===== config.mk =====
export PLATFORM = sky130hd
export DESIGN_NAME = sobel_frame_sched
export DESIGN_NICKNAME = d
export VERILOG_FILES = /design/src/rtl/sobel_sched_pkg.sv /design/src/rtl/sobel_sched_wdog.sv /design/src/rtl/sobel_frame_sched.sv
export SDC_FILE = /design/constraint.sdc
export NUM_CORES = 1
export LEC_CHECK = 0
export CAP_MARGIN = 30
export CORE_MARGIN = 2
export CORE_UTILIZATION = 54
export DETAILED_ROUTE_END_ITERATION = 10
export MAX_ROUTING_LAYER = met4
export PLACE_DENSITY = 0.87
export SETUP_SLACK_MARGIN = 0.2
export SKIP_CTS_REPAIR_TIMING = 1
export SLEW_MARGIN = 20
export SYNTH_ARGS = -nofsm -noshare
export SYNTH_HDL_FRONTEND = slang
export SYNTH_SLANG_ARGS = --single-unit
export TNS_END_PERCENT = 5

===== constraint.sdc =====
create_clock -name ap_clk -period 6.3 [get_ports ap_clk]
set_clock_uncertainty 0.2 [all_clocks]
set_input_delay 1.26 -clock ap_clk [delete_from_list [all_inputs] [get_ports ap_clk]]
set_output_delay 1.26 -clock ap_clk [all_outputs]
set_load 0.02 [all_outputs]

===== src/rtl/sobel_sched_pkg.sv =====
// rtl/sobel_sched_pkg.sv - shared state encoding, default widths and watchdog constant for the sobel frame scheduler
package sobel_sched_pkg;

    localparam int unsigned KEY_W_DEF     = 6;
    localparam int unsigned FRAMES_W_DEF  = 8;
    localparam int unsigned TIMEOUT_W_DEF = 20;

    // One-hot scheduler states.
    typedef enum logic [5:0] {
        ST_IDLE     = 6'b000001,
        ST_WAITIDLE = 6'b000010,
        ST_START    = 6'b000100,
        ST_RUN      = 6'b001000,
        ST_NEXT     = 6'b010000,
        ST_ERR      = 6'b100000
    } sched_state_e;

    // Watchdog terminal count for a counter of the given width (all ones).
    function automatic logic [31:0] wdog_terminal(input int unsigned width);
        return (32'd1 << width) - 32'd1;
    endfunction

endpackage


===== src/rtl/sobel_sched_wdog.sv =====
// rtl/sobel_sched_wdog.sv - clear/enable watchdog counter with terminal-count flag
module sobel_sched_wdog
    import sobel_sched_pkg::*;
#(
    parameter int unsigned W = TIMEOUT_W_DEF
) (
    input  logic clk,
    input  logic resetn,
    input  logic clr,
    input  logic en,
    output logic expire
);

    localparam logic [W-1:0] TERM     = W'(wdog_terminal(W));
    localparam logic [W-1:0] PRE_TERM = TERM - W'(1);

    logic [W-1:0] count_q;
    logic [W-1:0] count_d;

    // expire marks the enabled cycle that carries the count onto all-ones,
    // so it depends only on registered state and never on clr.
    assign expire = en && (count_q == PRE_TERM);

    // Clear wins over counting; the count parks at all-ones.
    always_comb begin
        count_d = count_q;
        if (clr) begin
            count_d = '0;
        end else if (en && (count_q != TERM)) begin
            count_d = count_q + W'(1);
        end
    end

    // Counter register.
    always_ff @(posedge clk) begin
        if (!resetn) begin
            count_q <= '0;
        end else begin
            count_q <= count_d;
        end
    end

endmodule


===== src/rtl/sobel_frame_sched.sv =====
// rtl/sobel_frame_sched.sv - ap_ctrl_hs frame scheduler for sobel_0; frame perf counter under SOBEL_FRAME_SCHED_PERF_EN
module sobel_frame_sched
    import sobel_sched_pkg::*;
#(
    parameter int unsigned KEY_W     = KEY_W_DEF,
    parameter int unsigned FRAMES_W  = FRAMES_W_DEF,
    parameter int unsigned TIMEOUT_W = TIMEOUT_W_DEF
) (
    input  logic                ap_clk,
    input  logic                ap_rst_n,
    input  logic                cmd_valid,
    output logic                cmd_ready,
    input  logic [FRAMES_W-1:0] cmd_frames,
    input  logic [KEY_W-1:0]    cmd_key,
    input  logic                err_clear,
    output logic                core_start,
    input  logic                core_ready,
    input  logic                core_done,
    input  logic                core_idle,
    output logic [KEY_W-1:0]    core_key,
    output logic                buf_sel,
    output logic                busy,
    output logic [FRAMES_W-1:0] frames_done,
    output logic                job_done,
    output logic                err_timeout,
    output logic [31:0]         perf_cycles
);

    sched_state_e        state_q, state_d;
    logic [KEY_W-1:0]    key_q, key_d;
    logic [FRAMES_W-1:0] count_q, count_d;
    logic [FRAMES_W-1:0] frames_done_q, frames_done_d;
    logic [FRAMES_W-1:0] frames_inc;
    logic                buf_sel_q, buf_sel_d;
    logic                busy_q, busy_d;
    logic                cmd_ready_q, cmd_ready_d;
    logic                core_start_q, core_start_d;
    logic                job_done_q, job_done_d;
    logic                err_q, err_d;
    logic                last_frame;
    logic                cmd_fire;
    logic                wdog_clr;
    logic                wdog_en;
    logic                wdog_expire;

    assign cmd_fire   = cmd_valid && cmd_ready_q;
    assign frames_inc = frames_done_q + FRAMES_W'(1);
    assign wdog_en    = (state_q == ST_WAITIDLE) || (state_q == ST_START) || (state_q == ST_RUN);

    sobel_sched_wdog #(
        .W (TIMEOUT_W)
    ) u_wdog (
        .clk    (ap_clk),
        .resetn (ap_rst_n),
        .clr    (wdog_clr),
        .en     (wdog_en),
        .expire (wdog_expire)
    );

    // Next-state and registered-output decode; outputs follow the state being entered.
    always_comb begin
        state_d       = state_q;
        key_d         = key_q;
        count_d       = count_q;
        frames_done_d = frames_done_q;
        buf_sel_d     = buf_sel_q;
        err_d         = err_q;
        job_done_d    = 1'b0;
        last_frame    = 1'b0;

        case (state_q)
            ST_IDLE: begin
                if (cmd_fire) begin
                    key_d         = cmd_key;
                    count_d       = cmd_frames;
                    frames_done_d = '0;
                    buf_sel_d     = 1'b0;
                    if (cmd_frames == '0) begin
                        job_done_d = 1'b1;
                    end else begin
                        state_d = ST_WAITIDLE;
                    end
                end
            end
            ST_WAITIDLE: begin
                if (wdog_expire) begin
                    state_d = ST_ERR;
                    err_d   = 1'b1;
                end else if (core_idle) begin
                    state_d = ST_START;
                end
            end
            ST_START: begin
                if (wdog_expire) begin
                    state_d = ST_ERR;
                    err_d   = 1'b1;
                end else if (core_ready) begin
                    // ready and done together means the frame already finished
                    state_d = core_done ? ST_NEXT : ST_RUN;
                end
            end
            ST_RUN: begin
                if (wdog_expire) begin
                    state_d = ST_ERR;
                    err_d   = 1'b1;
                end else if (core_done) begin
                    state_d = ST_NEXT;
                end
            end
            ST_NEXT: begin
                state_d = (frames_done_q == count_q) ? ST_IDLE : ST_WAITIDLE;
            end
            ST_ERR: begin
                if (err_clear) begin
                    state_d = ST_IDLE;
                    err_d   = 1'b0;
                end
            end
            default: begin
                state_d = ST_IDLE;
            end
        endcase

        // Frame bookkeeping lands as NEXT is entered so it is visible during NEXT.
        if (state_d == ST_NEXT) begin
            frames_done_d = frames_inc;
            buf_sel_d     = ~buf_sel_q;
            last_frame    = (frames_inc == count_q);
            job_done_d    = last_frame;
        end

        wdog_clr     = (state_d != state_q) && ((state_d == ST_WAITIDLE) || (state_d == ST_START));
        cmd_ready_d  = (state_d == ST_IDLE);
        core_start_d = (state_d == ST_START);

        case (state_d)
            ST_WAITIDLE, ST_START, ST_RUN, ST_ERR: busy_d = 1'b1;
            ST_NEXT:                               busy_d = !last_frame;
            default:                               busy_d = 1'b0;
        endcase
    end

    // Scheduler state and job registers.
    always_ff @(posedge ap_clk) begin
        if (!ap_rst_n) begin
            state_q       <= ST_IDLE;
            key_q         <= '0;
            count_q       <= '0;
            frames_done_q <= '0;
            buf_sel_q     <= 1'b0;
            busy_q        <= 1'b0;
            cmd_ready_q   <= 1'b0;
            core_start_q  <= 1'b0;
            job_done_q    <= 1'b0;
            err_q         <= 1'b0;
        end else begin
            state_q       <= state_d;
            key_q         <= key_d;
            count_q       <= count_d;
            frames_done_q <= frames_done_d;
            buf_sel_q     <= buf_sel_d;
            busy_q        <= busy_d;
            cmd_ready_q   <= cmd_ready_d;
            core_start_q  <= core_start_d;
            job_done_q    <= job_done_d;
            err_q         <= err_d;
        end
    end

    assign cmd_ready   = cmd_ready_q;
    assign core_start  = core_start_q;
    assign core_key    = key_q;
    assign buf_sel     = buf_sel_q;
    assign busy        = busy_q;
    assign frames_done = frames_done_q;
    assign job_done    = job_done_q;
    assign err_timeout = err_q;

`ifdef SOBEL_FRAME_SCHED_PERF_EN
    logic [31:0] perf_cnt_q, perf_cnt_d;
    logic [31:0] perf_q, perf_d;

    // Frame span counter: restarts on START entry, counts START/RUN cycles, captured in NEXT.
    always_comb begin
        perf_cnt_d = perf_cnt_q;
        perf_d     = perf_q;
        if ((state_d == ST_START) && (state_q != ST_START)) begin
            perf_cnt_d = '0;
        end else if ((state_q == ST_START) || (state_q == ST_RUN)) begin
            if (perf_cnt_q != 32'hFFFF_FFFF) begin
                perf_cnt_d = perf_cnt_q + 32'd1;
            end
        end
        if (state_q == ST_NEXT) begin
            perf_d = perf_cnt_q;
        end
    end

    // Perf registers.
    always_ff @(posedge ap_clk) begin
        if (!ap_rst_n) begin
            perf_cnt_q <= '0;
            perf_q     <= '0;
        end else begin
            perf_cnt_q <= perf_cnt_d;
            perf_q     <= perf_d;
        end
    end

    assign perf_cycles = perf_q;
`else
    assign perf_cycles = 32'd0;
`endif

endmodule


==> run_results.csv <==
group,metric,value,unit
outcome,status,"finished clean",
logic_synthesis,synth_cells,375,
logic_synthesis,synthArstFlopShare,0,
grt,grt_pass1_wl,11300,um
timing,max_freq,239,MHz
setup_path,path_cells,"clkdlybuf4s50_1 -> nand2_1 -> or3_1 -> a21oi_1 -> nor4_1 -> nand4_1 -> a221oi_2",
route,ant_nets,0,
timing,finalMaxSlewViolations,0,
grt,busiest_layer,"met2",
route,drtPass1Iterations,5,
logic_synthesis,avgSynthCellArea,8.40,um2
pwr,internal_power,0.520,mW
logic_synthesis,syn_area,3150,um2
pwr,ir_drop,0.167,mV
cts,cts.sinks,54,
setup_path,worstSetupPathType,"primary input to flop",
layout,drive_gt1_frac,0.0424,
setup_path,crit_fanout,20,
logic_synthesis,yosys.cell_types.count,57,
pwr,power_density,205,nW/um2
setup_path,critPathTopFamily,"simple AND/OR/NAND/NOR gates",
placement,dp.final_hpwl,4880,um
layout,layout_common_cells,"dfxtp_1, clkdlybuf4s50_1, nor2_1",
logic_synthesis,ys_ff_latch,54,
timing,hold_viol,0,
timing,setup_viol,0,
route,first_iter_violations,321,
layout,nFillCells,468,
route,wl_per_cell,14.4,um
grt,grt_antenna_before_repair,0,
logic_synthesis,synthFlopType,"dfxtp_1",
flow_run,timing.max_cap.violations,0,
layout,seq_area,1080,um2
cts,h-tree-depth,2,
placement,io_buffers,40,
logic_synthesis,yosysWarnings,0,
grt,grt_use_met3,0.0461,
grt,grt_pass1_vias,2483,
grt,met2_usage,0.349,
logic_synthesis,netlist.top_cell.by_area,"dfxtp_1",
die,die_x,80.4,um
route,num_vias,2760,
pwr,pwr-share-seq,0.502,
layout,fin_cells,473,
pwr,p_leak,1.47,nW
setup_path,slowest_stage,"nand4_1",
timing,period_share,0.664,
cts,clk_transition_reported_paths,0.09,ns
pwr,swShare,0.286,
pwr,combinationalPowerShare,0.179,
layout,layout_commonest_cell,"dfxtp_1",
logic_synthesis,ys_seq_area_frac,0.343,
die,die-area,6460,um2
route,drt_wl_total,6810,um
grt,grt-ovfl-total,0,
die,top_level_ports,73,
grt,grt_max_degree,26,
cts,cts.path.max_buffers,2,
layout,area.growth.synth_to_final,12.6,%
layout,multi_input_area,1820,um2
die,die_y,80.4,um
logic_synthesis,synthDominantCellAreaShare,0.343,
logic_synthesis,synth_edf_count,0,
placement,finalWeightedCongestion,0.891,
route,viasPerCell,5.84,
timing,setup_tns,0,ns
setup_path,crit_path_start_kind,"primary input",
route,drc,0,
cts,clkLatencyLatePin,0.32,ns
timing,slew_headroom,0.424,
cts,cts-buffers-inserted,5,
timing,worst_pin_slew,0.865,ns
die,row_count,27,
grt,grt.total_usage,0.225,
setup_path,worstPathArrival,4.20,ns
grt,grtUsageMet1,0.293,
setup_path,critPathMaxStageDelay,0.71,ns
pwr,clkPwrFrac,0.320,
layout,nNetsFinal,424,
setup_path,critPathCaptureType,"flop",
setup_path,required,6.32,ns
placement,dp.cells,465,
layout,final_cell_area,3550,um2
die,start_util,0.565,
layout,diodes,0,
timing,rsz0062_at_grt,"no",
placement,dpl-instance-area,3440,um2
setup_path,path_buf_inv,1,
pwr,total_power,0.728,mW
min_path,hold_class,"flop to flop",
pwr,power_switching,0.208,mW
timing,min_period,4.19,ns
die,core_area,5570,um2
logic_synthesis,yosys-top-cells-area,"dfxtp_1, buf_4, xor2_1, a21oi_1, mux2i_1",
cts,cts_tree,"yes",
cts,clock-root-buffer,"clkbuf_8",
power groups by stage:
stage / clock network, mW / registers (mW) / logic (mW)
global placement: 0 / 0.372 / 0.126
finish: 0.233 / 0.365 / 0.130
CTS: 0.235 / 0.365 / 0.129
detailed placement: 0 / 0.373 / 0.129
floorplan: 0 / 0.372 / 0.105
global route: 0.250 / 0.367 / 0.141
layout make-up:
class,count,area share
multi-input combinational,289,0.513
tap,72,0.0254
timing repair buffer,42,0.118
inverter,8,0.00847
sequential,54,0.305
clock inverter,3,0.0113
clock buffer,5,0.0194
routing by layer:
layer,vias to the layer above,part of all wire
li1,1323,-
met1,1299,0.45
met2,121,0.47
met3,17,0.062
met4,0,0.019
met5,-,0
final timing paths:
check / slack [ns] / start / depth (start not counted) / to
max reg2reg: 2.74 / state_q[2]$_SDFF_PN0_ / 6 / u_wdog.count_q[1]$_SDFFE_PP0P_
max: 2.11 / cmd_valid / 7 / u_wdog.count_q[1]$_SDFFE_PP0P_
min reg2reg: 0.30 / core_key[2]$_SDFFE_PN0P_ / 2 / core_key[2]$_SDFFE_PN0P_
min: 0.30 / core_key[2]$_SDFFE_PN0P_ / 2 / core_key[2]$_SDFFE_PN0P_
per-stage QoR:
stage | utilization | setup WS, ns | hold slack [ns]
4_1_cts | 0.636 | 2.16 | 0.314
2_1_floorplan | - | 3.25 | 0.284
5_1_grt | 0.636 | 1.83 | 0.334
3_5_place_dp | 0.617 | 1.83 | 0.290
3_3_place_gp | 0.615 | 1.95 | 0.278
6_report | 0.636 | 2.11 | 0.303
tightest hold or removal path: stages, from the launching register on:
cell,delay (ns)
dfxtp_1,0.33
mux2i_1,0.07
nor2_1,0.07
synth_stat cells (all sizes together), types with 3 or more instances:
cell type / instances
dfxtp: 54
buf: 35
nor2: 35
a21oi: 33
xor2: 23
clkbuf: 20
nand2: 16
nand3: 15
mux2i: 14
o21ai: 12
nand4: 10
xnor2: 9
and3: 8
and4: 7
inv: 7
nor2b: 7
or3: 7
and2: 4
nor3: 4
nor4: 4
or3b: 4
ha: 3
o211ai: 3
cells by family after synthesis:
logic type,count (synthesis),share of synthesized area
compound gates,74,0.152
fa+ha+maj,3,0.0119
buf+inv,63,0.116
simple gates,132,0.231
flops,54,0.343
xor+xnor,33,0.0961
mux,15,0.0481
other cells,1,0.00119
state kept, by name (all words and copies together), names as in the netlist, 6 cells and up:
register / cells
state_q: 6
core_key: 6
frames_done: 8
count_q: 8
u_wdog.count_q: 20
No activity file was read; power rests on OpenSTA's default activity.
